===== src/rtl/scan_decoder.sv =====
`default_nettype none
// ============================================================================
//  Module      : scan_decoder
//  Description : Registered one-hot address decoder with direct-hold and
//                auto-scan modes.
//                A request (in_valid & in_ready) loads an index. In HOLD the
//                matching result bit stays asserted until a new request
//                arrives. In SCAN the index advances every DWELL cycles and
//                wraps from OUT_N-1 back to 0.
//
//  Parameters  : WIDTH - address width, OUT_N = 2**WIDTH outputs (1..6)
//                DWELL - cycles per index in scan mode (1..255)
//
//  Ports       : clk       in   sole clock, rising edge
//                reset     in   synchronous active-low reset
//                en        in   block enable; low forces outputs off
//                in_valid  in   request valid
//                in_ready  out  request accepted this cycle (combinational)
//                address   in   target index / scan start index
//                mode      in   0 = direct hold, 1 = auto-scan
//                stop      in   freeze scan at the current index
//                result    out  [0:OUT_N-1] one-hot select, result[0] = index 0
//                cur_addr  out  index currently decoded
//                wrap      out  one-cycle pulse when scan wraps OUT_N-1 -> 0
//                busy      out  high in HOLD or SCAN
//
//  Build macro : SCAN_DECODER_SCAN_EN - compiles in the SCAN state, dwell
//                counter, stop and wrap. When undefined, every request goes
//                to HOLD, mode and stop are ignored and wrap is tied low.
//
//  Revision    : 1.0 - initial release
// ============================================================================
module scan_decoder #(
    parameter int WIDTH = 2,
    parameter int DWELL = 4
) (
    input  logic                     clk,
    input  logic                     reset,
    input  logic                     en,
    input  logic                     in_valid,
    output logic                     in_ready,
    input  logic [WIDTH-1:0]         address,
    input  logic                     mode,
    input  logic                     stop,
    output logic [0:(1<<WIDTH)-1]    result,
    output logic [WIDTH-1:0]         cur_addr,
    output logic                     wrap,
    output logic                     busy
);

    localparam int c_OUT_N = 1 << WIDTH;

    localparam logic [1:0] c_ST_IDLE = 2'd0;
    localparam logic [1:0] c_ST_HOLD = 2'd1;
`ifdef SCAN_DECODER_SCAN_EN
    localparam logic [1:0] c_ST_SCAN = 2'd2;

    // Dwell counter is sized for the largest legal DWELL (255).
    localparam logic [7:0]       c_DWELL_LAST = 8'(DWELL - 1);
    localparam logic [WIDTH-1:0] c_ONE        = WIDTH'(1);
    localparam logic [WIDTH-1:0] c_LAST_IDX   = WIDTH'(c_OUT_N - 1);
`endif

    logic [1:0]         r_state;
    logic [0:c_OUT_N-1] r_result;
    logic [WIDTH-1:0]   r_cur_addr;
    logic               r_busy;
    logic               w_accept;
    logic [0:c_OUT_N-1] w_hot_addr;

`ifdef SCAN_DECODER_SCAN_EN
    logic               r_wrap;
    logic [7:0]         r_dwell;
    logic [WIDTH-1:0]   w_next_addr;
    logic [0:c_OUT_N-1] w_hot_next;

    // Index arithmetic relies on natural WIDTH-bit wrap for mod OUT_N.
    assign w_next_addr = r_cur_addr + c_ONE;
`else
    // Scan controls have no effect in a hold-only build.
    logic w_unused_scan_ctrl;
    assign w_unused_scan_ctrl = mode ^ stop;
`endif

    // ------------------------------------------------------------------
    // One-hot decoders: index i lands on result[i] (MSB side of vector).
    // ------------------------------------------------------------------
    generate
        for (genvar g = 0; g < c_OUT_N; g++) begin : g_onehot
            localparam logic [WIDTH-1:0] c_IDX = WIDTH'(g);
            assign w_hot_addr[g] = (address == c_IDX);
`ifdef SCAN_DECODER_SCAN_EN
            assign w_hot_next[g] = (w_next_addr == c_IDX);
`endif
        end
    endgenerate

    // Requests are only taken while enabled and not scanning.
`ifdef SCAN_DECODER_SCAN_EN
    assign in_ready = en & (r_state != c_ST_SCAN);
`else
    assign in_ready = en;
`endif

    assign w_accept = in_valid & in_ready;

    // ------------------------------------------------------------------
    // Control FSM. Priority: reset, en=0, stop, dwell advance.
    // ------------------------------------------------------------------
    always_ff @(posedge clk) begin
        if (!reset) begin
            r_state    <= c_ST_IDLE;
            r_result   <= '0;
            r_cur_addr <= '0;
            r_busy     <= 1'b0;
`ifdef SCAN_DECODER_SCAN_EN
            r_wrap     <= 1'b0;
            r_dwell    <= '0;
`endif
        end else if (!en) begin
            // Disable drops to IDLE but keeps cur_addr for observation.
            r_state  <= c_ST_IDLE;
            r_result <= '0;
            r_busy   <= 1'b0;
`ifdef SCAN_DECODER_SCAN_EN
            r_wrap   <= 1'b0;
            r_dwell  <= '0;
`endif
        end else begin
`ifdef SCAN_DECODER_SCAN_EN
            r_wrap <= 1'b0;
`endif
            case (r_state)
                c_ST_IDLE, c_ST_HOLD: begin
                    if (w_accept) begin
                        r_cur_addr <= address;
                        r_result   <= w_hot_addr;
                        r_busy     <= 1'b1;
`ifdef SCAN_DECODER_SCAN_EN
                        r_dwell    <= '0;
                        r_state    <= mode ? c_ST_SCAN : c_ST_HOLD;
`else
                        r_state    <= c_ST_HOLD;
`endif
                    end
                end
`ifdef SCAN_DECODER_SCAN_EN
                c_ST_SCAN: begin
                    if (stop) begin
                        // Freeze without advancing, even on the last dwell cycle.
                        r_state <= c_ST_HOLD;
                        r_dwell <= '0;
                    end else if (r_dwell == c_DWELL_LAST) begin
                        r_dwell    <= '0;
                        r_cur_addr <= w_next_addr;
                        r_result   <= w_hot_next;
                        r_wrap     <= (r_cur_addr == c_LAST_IDX);
                    end else begin
                        r_dwell <= r_dwell + 8'd1;
                    end
                end
`endif
                default: begin
                    r_state  <= c_ST_IDLE;
                    r_result <= '0;
                    r_busy   <= 1'b0;
                end
            endcase
        end
    end

    assign result   = r_result;
    assign cur_addr = r_cur_addr;
    assign busy     = r_busy;
`ifdef SCAN_DECODER_SCAN_EN
    assign wrap     = r_wrap;
`else
    assign wrap     = 1'b0;
`endif

endmodule
`default_nettype wire


===== config.mk =====
export PLATFORM = sky130hd
export DESIGN_NAME = scan_decoder
export DESIGN_NICKNAME = d
export VERILOG_FILES = /design/src/rtl/scan_decoder.sv
export SDC_FILE = /design/constraint.sdc
export NUM_CORES = 1
export LEC_CHECK = 0
export BUFFER_PORTS_ARGS = -buffer_cell sky130_fd_sc_hd__buf_4
export CAP_MARGIN = 5
export CELL_PAD_IN_SITES_DETAIL_PLACEMENT = 0
export CELL_PAD_IN_SITES_GLOBAL_PLACEMENT = 1
export CORE_AREA = 2 2 39 41
export DETAILED_ROUTE_END_ITERATION = 12
export DIE_AREA = 0 0 41 43
export PLACE_DENSITY = 0.74
export SYNTH_ARGS = -nofsm -noshare
export SYNTH_HDL_FRONTEND = slang
export SYNTH_SLANG_ARGS = --single-unit

===== constraint.sdc =====
create_clock -name clk -period 0.8 [get_ports clk]
set_input_delay 0.2 -clock clk [delete_from_list [all_inputs] [get_ports clk]]
set_output_delay 0.2 -clock clk [all_outputs]
set_load 0.05 [all_outputs]

==> flow_summary.toml, run 1 <==
[worst_setup_path]
rr_worst_depth = 2
start_kind = "register"
end_kind = "output pin"
critPathMaxFanout = 2
r2r-start = "result[0]"
path_cells = "buf_8"
worstPathArrival_ns = 0.74
path_buf_inv = 1
cp.depth = 1
crit_type = "reg2out"
crit_required_ns = 0.60
critical-path-max-stage-delay_ns = 0.34
startpoint = "result[0]"
crit_path_top_delay_cell = "dfxtp_4"
critPathTopFamily = "flip-flops"

[floorplanning]
die_h_um = 43
die_area_um2 = 1760
num_rows = 14
start_util_pct = 21.7
boundaryPins = 17
core_um2 = 1380
fp.dieW_um = 41

[cells_and_area]
final_cell_mix = "buf_4 (12), buf_8 (7), dfxtp_2 (4)"
diodes = 0
finalInstanceArea_um2 = 536
final_core_util_pct = 38.7
synthToLayoutAreaGrowth_pct = 78.3
nNetsFinal = 61
drive_above_1_share_pct = 59.6
final_common_cell = "buf_4"

[power_and_ir_drop]
power_density_nw_per_um2 = 1610
p_leak_nw = 0.229
max-vdd-ir-drop_mv = 0.489

[synthesis]
synth_nets = 40
yosysWarnings = 0
synth.ff_latch_count = 7
ys_seq_area_share_pct = 46.7
ys_types = 16
syn-cell-area_um2 = 300
syn_avg_cell_area_um2 = 9.38
syn_inst = 32

[clocking]
holdBufCountCts = 0
htreeDepth = 1
clk_pin_slew_worst_paths_ns = 0.06
cts_sinks = 7
clock_latency_ns = 0.25
numCtsBuffers = 3
clockBufferDepth = 2
clock-root-buffer = "clkbuf_4"
cts_tree = "built"

[routing]
drc = 0
antenna_left = 0
routed_wl_um = 632
vias = 285
routedWlPerCell_um = 9.29
via_per_inst = 4.19
drtIter0Drc = 1
first_pass_iters = 2

[status]
violations = "negative setup slack"
status = "finished with violations"

[global_route]
grt_pass1_vias = 270
grt.total_usage_pct = 9.26
grt_max_degree = 7
grt_pass1_wl_mm = 1.06
grt-ovfl-total = 0
antenna_found_initial = 0

[flow_run]
maxCapViolCount = 0

[timing]
period_share_pct = 117
fmax_ghz = 1.07
rsz0062_at_grt = "true"
setup_violations = 7
min_period_ns = 0.936
finClkSkew_ns = 0
slew_viol_final = 0
finalHoldViolations = 0
fin_ws_ns = -0.136

[placement]
routabilityCongestion = 0.686
port_buffers = 13
post_dp_cell_area_um2 = 442
dp_hpwl_um = 475
dp_slack_ns = -0.139

[min_path]
hold_depth = 2
worstHoldStart = "reset"
hold_path.class = "in2reg"
repair_timing:
action / in CTS / in global routing
resized for setup: 12 / 2
buffers inserted: 0 / 2
pin swaps: 0 / 0
endpoints found under the setup margin: 7 / 7
final timing paths:
kind                                     to  slack, ns
worst min-delay path            cur_addr[1]       0.17
worst max register to register    result[0]       0.04
worst min register to register    result[2]       0.48
worst max-delay path              result[0]      -0.14
synth_stat cells (all sizes together):
library cell	number	area, µm²
dfxtp	7	140
a21oi	4	23.8
buf	3	22.5
nand2b	3	18.8
a21boi	2	15.0
and3	2	13.8
nand3b	2	15.0
nor2	2	7.51
o21a	2	15.0
conb	1	3.75
nand2	1	3.75
nand3	1	5.00
or2b	1	7.51
or3b	1	8.76
layer usage:
| metal | vias up | GRT usage, % | wire length [µm] |
|---|---|---|---|
| met4 | 0 | 8.00 | 8 |
| met1 | 131 | 11.0 | 261 |
| li1 | 144 | - | - |
| met5 | - | 0 | 0 |
| met3 | 2 | 3.14 | 47 |
| met2 | 8 | 12.5 | 315 |
kinds of logic after synthesis:
family	Yosys count	share of synthesized area (%)
buffers and inverters	3	7.50
other	1	1.25
and+or+nand+nor	13	26.7
DFF	7	46.7
AOI/OAI and AO/OA	8	17.9
sequential cells by signal, indices dropped and copies added, names as in the netlist:
register / flops
result: 4
busy: 1
cur_addr: 2
power by group:
group / total [W] / internal [W] / switching, W
logic: 0.000175 / 0.0000800 / 0.0000952
registers: 0.000364 / 0.000355 / 0.00000887
clock network: 0.000325 / 0.000191 / 0.000135
total: 0.000864 / 0.000626 / 0.000239
layout make-up:
cell class | instances | area (µm²)
Fill cell | 152 | 848
Multi-Input combinational cell | 22 | 138
Timing Repair Buffer | 19 | 195
Tap cell | 16 | 20.0
Clock buffer | 4 | 26.3
Sequential cell | 7 | 156
through the flow:
stage	std cells	TNS (ns)	hold slack (ns)	power, W
6_report	68	-0.915	0.172	0.000864
5_1_grt	68	-1.10	0.173	0.000911
4_1_cts	66	-0.999	0.164	0.000877
3_5_place_dp	62	-0.162	0.427	0.000527
3_3_place_gp	62	-0.138	0.426	0.000526
2_1_floorplan	32	-0.0318	0.317	0.000468
Power figures use the tool's default switching activity.
==> run 2: changes to the inputs <==
MAX_ROUTING_LAYER = met4   (was not set)
SETUP_SLACK_MARGIN = 0.15   (was not set)
==> flow_summary.toml, run 2 (same netlist as run 1, synthesis figures left out) <==
[status]
status = "finished with violations"
violations = "negative setup slack"

[timing]
fmax_ghz = 1.06
setup_violations = 7
rsz0062_at_grt = "true"
finalHoldViolations = 0
fin_ws_ns = -0.144
slew_viol_final = 0
period_share_pct = 118
min_period_ns = 0.944
finClkSkew_ns = 0

[placement]
routabilityCongestion = 0.673
port_buffers = 13
post_dp_cell_area_um2 = 452
dp_hpwl_um = 455
dpl.cell_count = 62
dp_slack_ns = -0.118

[cells_and_area]
largest_register_ffs = 4
nNetsFinal = 60
synthToLayoutAreaGrowth_pct = 86.7
finalInstanceArea_um2 = 561
multi_input_area_um2 = 145
nFillCells = 149
ff_latch_area_um2 = 166
drive_above_1_share_pct = 62.7
fin_cells = 67
final_cell_mix = "buf_4 (9), buf_8 (9), dfxtp_4 (7)"
diodes = 0
final_core_util_pct = 40.5

[global_route]
grt_max_degree = 9
antenna_found_initial = 0
grt.total_usage_pct = 10.0
grt_pass1_wl_mm = 1.09
grt-ovfl-total = 0
grt_pass1_vias = 275

[floorplanning]
start_util_pct = 21.7
fp.dieW_um = 41
core_um2 = 1380
die_h_um = 43
boundaryPins = 17
num_rows = 14
die_area_um2 = 1760

[routing]
antenna_left = 0
drtIter0Drc = 0
routed_wl_um = 621
first_pass_iters = 1
drc = 0
vias = 280
routedWlPerCell_um = 9.27
via_per_inst = 4.18

[clocking]
cts_tree = "built"
clockBufferDepth = 2
clk_pin_slew_worst_paths_ns = 0.05
numCtsBuffers = 3
htreeDepth = 1
clock-root-buffer = "clkbuf_4"
clock_latency_ns = 0.25
cts_sinks = 7
holdBufCountCts = 0

[worst_setup_path]
crit_type = "reg2out"
critPathTopFamily = "flip-flops"
crit_required_ns = 0.60
end_kind = "output pin"
critPathMaxFanout = 2
path_buf_inv = 1
worstPathArrival_ns = 0.74
crit_path_top_delay_cell = "dfxtp_4"
critical-path-max-stage-delay_ns = 0.34
path_cells = "buf_8"
start_kind = "register"

[flow_run]
maxCapViolCount = 0

[min_path]
hold_path.class = "in2reg"

[power_and_ir_drop]
max-vdd-ir-drop_mv = 0.644
p_leak_nw = 0.232
power_density_nw_per_um2 = 1540
==> run 2: changes by cell type in the layout (fill, tap and decap cells not counted), sizes merged <==
cell / previous run / this run
buf: 19 / 18
==> run 2: power by group <==
part / internal, W / total, W / leakage (nW) / switching (W)
Sequential: 0.000345 / 0.000354 / 0.0622 / 0.00000894
Clock: 0.000191 / 0.000326 / 0.0150 / 0.000135
Combinational: 0.0000880 / 0.000186 / 0.155 / 0.0000985
==> run 2: worst reg2reg max path, delay by kind of cell, from the launching register on <==
family | cells | cell delay [ns]
flip-flops | 1 | 0.34
AND/OR/NAND/NOR | 1 | 0.23
AO/OA/AOI/OAI | 1 | 0.11
==> run 2: cell type report <==
class / count / area share [%]
multi-input combinational: 22 / 25.9
timing repair buffer: 18 / 36.2
clock buffer: 4 / 4.69
sequential: 7 / 29.7
tap: 16 / 3.57
==> run 2: final timing paths <==
| path | from | endpoint | slack, ns | cells after the start |
|---|---|---|---|---|
| setup / recovery | cur_addr[1] | cur_addr[1] | -0.14 | 1 |
| hold / removal | reset | cur_addr[0] | 0.16 | 2 |
| setup reg to reg | result[0] | result[0] | 0.05 | 2 |
| hold reg to reg | busy | busy | 0.49 | 2 |
==> run 2: timing repair <==
action | 4_1_cts | 5_1_grt
pin swaps | 0 | 1
cloned | 0 | 0
endpoints found under the setup margin | 11 | 11
buffers inserted | 0 | 1
gates resized for setup | 22 | 0
==> run 2: metrics by stage <==
stage               hold slack (ns)  setup TNS (ns)  power [W]
CTS                           0.159           -1.03   0.000880
finish                        0.164          -0.972   0.000866
detailed placement            0.426          -0.213   0.000516
global route                  0.159           -1.18   0.000931
global placement              0.425          -0.171   0.000515
floorplan                     0.317         -0.0318   0.000457
==> run 2: routing by layer <==
layer / track usage [%] / wire, µm
met1: 10.7 / 255
met2: 13.4 / 282
met3: 4.71 / 58
met4: 8.00 / 26
met5: - / 0
